--- config.mk ---
export PLATFORM = sky130hd
export DESIGN_NAME = iomem_timer
export DESIGN_NICKNAME = d
export VERILOG_FILES = /design/src/rtl/iomem_timer.sv
export SDC_FILE = /design/constraint.sdc
export NUM_CORES = 1
export LEC_CHECK = 0
export ABC_CLOCK_PERIOD_IN_PS = 4500
export BUFFER_PORTS_ARGS = -buffer_cell sky130_fd_sc_hd__buf_2
export CAP_MARGIN = 20
export CORE_ASPECT_RATIO = 0.6
export CORE_MARGIN = 5
export CORE_UTILIZATION = 50
export DETAILED_ROUTE_END_ITERATION = 8
export PLACE_DENSITY = 0.71
export SETUP_SLACK_MARGIN = 0.2
export SYNTH_ARGS = -nofsm -noshare
export SYNTH_HDL_FRONTEND = slang
export SYNTH_SLANG_ARGS = --single-unit
--- constraint.sdc ---
create_clock -name clk -period 4.5 [get_ports clk]
set_input_delay 0.45 -clock clk [delete_from_list [all_inputs] [get_ports clk]]
set_output_delay 0.45 -clock clk [all_outputs]
set_load 0.02 [all_outputs]
--- src/rtl/iomem_timer.sv ---
// iomem_timer: memory-mapped 32-bit down-counting timer with prescaler and
// level interrupt, sitting on the SoC's external iomem bus.
//
// Ports:
//   clk          sole clock, all state changes on its rising edge
//   reset        synchronous, active-high
//   iomem_valid  bus request from the SoC
//   iomem_ready  one-cycle completion pulse for accesses inside this window
//   iomem_wstrb  byte write strobes (0 = read)
//   iomem_addr   byte address
//   iomem_wdata  write data
//   iomem_rdata  registered read data, valid while iomem_ready is high
//   irq_out      level interrupt (EXP & IRQ_EN), intended for irq_5
//
// Register map (offset from BASE_ADDR):
//   0x0 CTRL   [0] EN, [1] AUTO, [2] IRQ_EN, [16 +: PRESCALE_W] PRESC
//   0x4 LOAD   reload value
//   0x8 COUNT  live counter; a write loads it directly
//   0xC STATUS [0] EXP, sticky, write-1-to-clear
module iomem_timer #(
    parameter logic [31:0] BASE_ADDR  = 32'h0300_0000,
    parameter int unsigned PRESCALE_W = 16
) (
    input  logic        clk,
    input  logic        reset,
    input  logic        iomem_valid,
    output logic        iomem_ready,
    input  logic [3:0]  iomem_wstrb,
    input  logic [31:0] iomem_addr,
    input  logic [31:0] iomem_wdata,
    output logic [31:0] iomem_rdata,
    output logic        irq_out
);

    localparam int unsigned PW         = PRESCALE_W;
    localparam int unsigned PRESC_LSB  = 16;
    localparam logic [1:0]  REG_CTRL   = 2'd0;
    localparam logic [1:0]  REG_LOAD   = 2'd1;
    localparam logic [1:0]  REG_COUNT  = 2'd2;
    localparam logic [1:0]  REG_STATUS = 2'd3;

    // Architectural state
    logic          en_q, auto_q, irq_en_q, exp_q;
    logic [PW-1:0] presc_q, pcnt_q;
    logic [31:0]   load_q, count_q;

    // Next-state values
    logic          en_d, auto_d, irq_en_d, exp_d;
    logic [PW-1:0] presc_d, pcnt_d;
    logic [31:0]   load_d, count_d;

    logic        sel, access, wr_en;
    logic [1:0]  reg_idx;
    logic        tick, expire, clr_exp;
    logic [31:0] ctrl_word, ctrl_wr, rd_word;

    // Apply byte strobes to a 32-bit register image
    function automatic logic [31:0] merge_bytes(input logic [31:0] cur,
                                                input logic [31:0] wdat,
                                                input logic [3:0]  strb);
        logic [31:0] res;
        res = cur;
        for (int i = 0; i < 4; i++) begin
            if (strb[i]) begin
                res[8*i +: 8] = wdat[8*i +: 8];
            end
        end
        return res;
    endfunction

    // Bus decode: one access per transaction, taken in the cycle before ready
    always_comb begin
        sel     = iomem_valid && (iomem_addr[31:4] == BASE_ADDR[31:4]);
        access  = sel && !iomem_ready;
        wr_en   = access && (iomem_wstrb != 4'd0);
        reg_idx = iomem_addr[3:2];
    end

    // Register images and read mux
    always_comb begin
        ctrl_word                 = '0;
        ctrl_word[0]              = en_q;
        ctrl_word[1]              = auto_q;
        ctrl_word[2]              = irq_en_q;
        ctrl_word[PRESC_LSB +: PW] = presc_q;

        rd_word = '0;
        case (reg_idx)
            REG_CTRL:   rd_word = ctrl_word;
            REG_LOAD:   rd_word = load_q;
            REG_COUNT:  rd_word = count_q;
            REG_STATUS: rd_word = {31'd0, exp_q};
            default:    rd_word = '0;
        endcase
    end

    // Timer next-state: prescaler, tick, expiry, then bus writes override
    always_comb begin
        en_d     = en_q;
        auto_d   = auto_q;
        irq_en_d = irq_en_q;
        presc_d  = presc_q;
        load_d   = load_q;
        count_d  = count_q;
        pcnt_d   = pcnt_q;
        ctrl_wr  = ctrl_word;
        clr_exp  = 1'b0;

        tick   = en_q && (pcnt_q == presc_q);
        expire = tick && (count_q == 32'd0);

        if (!en_q || tick) begin
            pcnt_d = '0;
        end else begin
            pcnt_d = pcnt_q + PW'(1);
        end

        if (tick) begin
            if (count_q != 32'd0) begin
                count_d = count_q - 32'd1;
            end else if (auto_q) begin
                count_d = load_q;
            end else begin
                en_d = 1'b0;
            end
        end

        // A bus write to CTRL or COUNT replaces whatever the tick did
        if (wr_en) begin
            case (reg_idx)
                REG_CTRL: begin
                    ctrl_wr  = merge_bytes(ctrl_word, iomem_wdata, iomem_wstrb);
                    en_d     = ctrl_wr[0];
                    auto_d   = ctrl_wr[1];
                    irq_en_d = ctrl_wr[2];
                    presc_d  = ctrl_wr[PRESC_LSB +: PW];
                end
                REG_LOAD:   load_d  = merge_bytes(load_q, iomem_wdata, iomem_wstrb);
                REG_COUNT:  count_d = merge_bytes(count_q, iomem_wdata, iomem_wstrb);
                REG_STATUS: clr_exp = iomem_wstrb[0] && iomem_wdata[0];
                default: ;
            endcase
        end

        // Expiry beats a simultaneous clear
        exp_d = (exp_q && !clr_exp) || expire;
    end

    // State and registered outputs
    always_ff @(posedge clk) begin
        if (reset) begin
            en_q        <= 1'b0;
            auto_q      <= 1'b0;
            irq_en_q    <= 1'b0;
            exp_q       <= 1'b0;
            presc_q     <= '0;
            pcnt_q      <= '0;
            load_q      <= '0;
            count_q     <= '0;
            iomem_ready <= 1'b0;
            iomem_rdata <= '0;
            irq_out     <= 1'b0;
        end else begin
            en_q        <= en_d;
            auto_q      <= auto_d;
            irq_en_q    <= irq_en_d;
            exp_q       <= exp_d;
            presc_q     <= presc_d;
            pcnt_q      <= pcnt_d;
            load_q      <= load_d;
            count_q     <= count_d;
            iomem_ready <= access;
            if (access) begin
                iomem_rdata <= rd_word;
            end
            // Registered from next-state so irq follows EXP/IRQ_EN with no lag
            irq_out     <= exp_d && irq_en_d;
        end
    end

    // Address byte offset and non-field CTRL bits are intentionally ignored
    logic unused_ok;
    assign unused_ok = &{1'b0, iomem_addr[1:0], ctrl_wr};

endmodule
==> flow_summary_export.csv <==
group,metric,value,unit
run_status,status,"finished clean",
sta,clock.fmax,293,MHz
layout,drive_gt1_share,19.1,%
global_route,track_usage,27.1,%
yosys,ys_types,70,
setup_path,start_kind,"register",
yosys,muxShareOfSynthArea,13.2,%
setup_path,path_buf_inv,1,
clocking,cts_root_buffer,"clkbuf_16",
sta,relSlewSlack,26.2,%
floorplanning,start_util,50.6,%
clocking,cts_sinks,134,
sta,rsz0062_at_grt,"false",
sta,worst_pin_slew,1.10,ns
clocking,cts_max_path_buffers,2,
setup_path,crit_fanout,17,
floorplanning,ios,105,
yosys,synth_top_family_by_area,"simple AND/OR/NAND/NOR gates",
setup_path,required,4.79,ns
global_route,grt_pass1_wl,36.7,mm
sta,finClkSkew,0.00970,ns
clocking,cts_tree,"built",
placed_design,hpwl,16.4,mm
sta,period_share,75.8,%
clocking,insertion_delay,0.42,ns
detailed_routing,first_pass_iters,6,
setup_path,arrival,3.70,ns
global_route,grt_max_degree,67,
yosys,synth_area_leader_cell,"dfxtp_1",
yosys,synthTopCellsByArea,"dfxtp_1, mux2i_1, nor2_1",
layout,syn_to_final_growth,15.4,%
clocking,htreeDepth,4,
layout,final_cell_mix,"nor2_1, dfxtp_1, buf_2, mux2i_1, nor3_1",
detailed_routing,route.vias.total,7004,
yosys,synthCells,848,
sta,hold_viol,0,
power_and_ir_drop,power_density,311,nW/um^2
power_and_ir_drop,ir_drop,0.000211,V
detailed_routing,wl,23.4,mm
yosys,ys_seq_elements,134,
sta,setup_viol,0,
yosys,syn_area_per_cell,8.58,sq um
power_and_ir_drop,leakagePower,0.00325,uW
floorplanning,die_h,103,microns
yosys,synth_compound_area_share,14.4,%
layout,fin_nets,991,
yosys,async_reset_ff_share,0,%
yosys,yosys.area_share.xor_xnor,4.45,%
detailed_routing,wl_per_cell,20.8,microns
layout,antenna_cells,0,
global_route,grt_antenna_before_repair,1,
clocking,cts.repair.resized,0,
setup_path,crit_type,"reg -> reg",
setup_path,slowest_delay,0.90,ns
floorplanning,dieArea,17200,sq um
clocking,ctsHoldBuffers,0,
sta,fin_crit,3.41,ns
detailed_routing,drt_iter0_drc,992,
detailed_routing,drc,0,
yosys,ys_seq_area_share,36.9,%
setup_path,cpLargestDelayFamily,"simple AND/OR/NAND/NOR gates",
yosys,synth-edff-count,0,
clocking,numCtsBuffers,17,
layout,layout_commonest_cell,"nor2_1",
floorplanning,core-area,14400,sq um
sta,fin_tns_setup,0,ns
yosys,synthAdderAreaFrac,0.516,%
global_route,grt_pass1_vias,6499,
clocking,cts_setup_buffers,0,
worst_hold_path,hold_class,"in -> reg",
placed_design,port_buffers,102,
placed_design,place_congestion,0.959,
yosys,synth_ff_type,"dfxtp_1",
floorplanning,fp.dieW,166,microns
setup_path,crit_slowest_cell,"nor4_4",
yosys,synthesis.area,7280,sq um
run,drv_cap,0,
clocking,path_clk_slew,0.06,ns
yosys,synth_nets,922,
detailed_routing,vias_per_cell,6.21,
yosys,post-synth-top-area-fraction,36.9,%
yosys,synthSimpleGateAreaFrac,26.2,%
setup_path,crit_chain,"inv_1, ha_1, nor4b_1, and4_2, nand2_2, nor4_4, nor4_1, a2111oi_0",
setup_path,critPathCaptureType,"register",
global_route,gr-total-overflow,0,
sta,holdWs,0.286,ns
detailed_routing,ant_nets,0,
floorplanning,rows,34,
sta,maxSlewViolCount,0,
yosys,ys_warn_count,0,
==> Yosys cell counts, types with 3 or more instances <==
cell and number:
a31oi_1 5, nor4_1 20, a21oi_1 14, mux2_2 5
o21ai_0 23, nor3_1 48, nor2b_1 9, mux2i_1 88
inv_1 12, nor4_4 3, nand2_1 33, and4_1 7
nor4b_1 5, o32ai_1 3, nand4_1 14, a211oi_1 34
or4_1 6, buf_2 13, ha_1 3, xor2_1 29
clkbuf_1 43, buf_1 3, and2_1 7, a31o_2 4
and3_1 13, a2111oi_0 5, nand3_1 18, a32oi_1 4
nor2_1 150, xnor2_1 8, nand2b_1 3, or2_2 4
or3_1 6, dfxtp_1 134, a221oi_1 20, a32o_1 4
nor4_2 7
==> worst reg2reg max path: stages, from the launching register on <==
cell and delay, ns:
dfxtp_1 0.39, inv_1 0.15, ha_1 0.17, nor4b_1 0.49, and4_2 0.40, nand2_2 0.27
nor4_4 0.91, nor4_1 0.10, a2111oi_0 0.42
==> power breakdown <==
part,internal (uW),leakage [uW],total (uW),switching (uW)
Combinational,41.2,0.00191,114,72.8
Sequential,1190,0.00108,1190,0.00000162
Clock,769,0.000261,1310,545
Total,2000,0.00325,2610,618
==> per-layer routing <==
metal  global-route usage (%)  routed length, microns  vias up
met5                        0                      13        -
met4                     5.77                     333        2
li1                         -                       -     3277
met3                     9.08                    3030       46
met2                     36.8                    8860      435
met1                     41.1                   11200     3244
==> worst paths after layout <==
path | cells past startpoint | startpoint | end | slack (ns)
min | 3 | iomem_wdata[9] | load_q[9] | 0.29
min reg2reg | 2 | iomem_rdata[0] | iomem_rdata[0] | 0.46
max | 8 | count_q[0] | count_q[14] | 1.09
max reg2reg | 8 | count_q[0] | count_q[14] | 1.09
==> stage by stage <==
step                      instances  util, %  total power (uW)  worst slack (ns)  instance area (sq um)
after floorplan                 848        -              1270              2.14                   7280
after global placement         1095     54.6              1320              1.32                   7850
after detailed placement       1095     54.6              1320              1.27                   7850
after CTS                      1126     58.4              2610              1.28                   8390
after global routing           1127     58.4              2680             0.906                   8400
final                          1127     58.4              2610              1.09                   8400
==> logic make-up (layout without fill, tap and decap cells) <==
group | after synthesis | after routing
AND/OR/NAND/NOR | 363 | 363
AO/OA/AOI/OAI | 141 | 141
flip-flops | 134 | 134
multiplexers | 94 | 94
buffers and inverters | 76 | 157
XOR/XNOR | 37 | 37
adder cells (fa/ha/maj) | 3 | 3
==> registers in the layout, indices dropped and copies added, names as in the netlist <==
register,flops
count_q,32
iomem_rdata,32
load_q,32
pcnt_q,16
presc_q,16
auto_q,1
en_q,1
exp_q,1
iomem_ready,1
irq_en_q,1
irq_out,1
==> layout make-up <==
class / instances / area, sq um
multi-input combinational: 638 / 4280
inverter: 13 / 48.8
timing repair buffer: 113 / 593
fill: 1361 / 5980
tap: 198 / 248
sequential: 134 / 2680
clock buffer: 19 / 443
clock inverter: 12 / 106
Note: power is estimated with default switching activity, not from simulation.
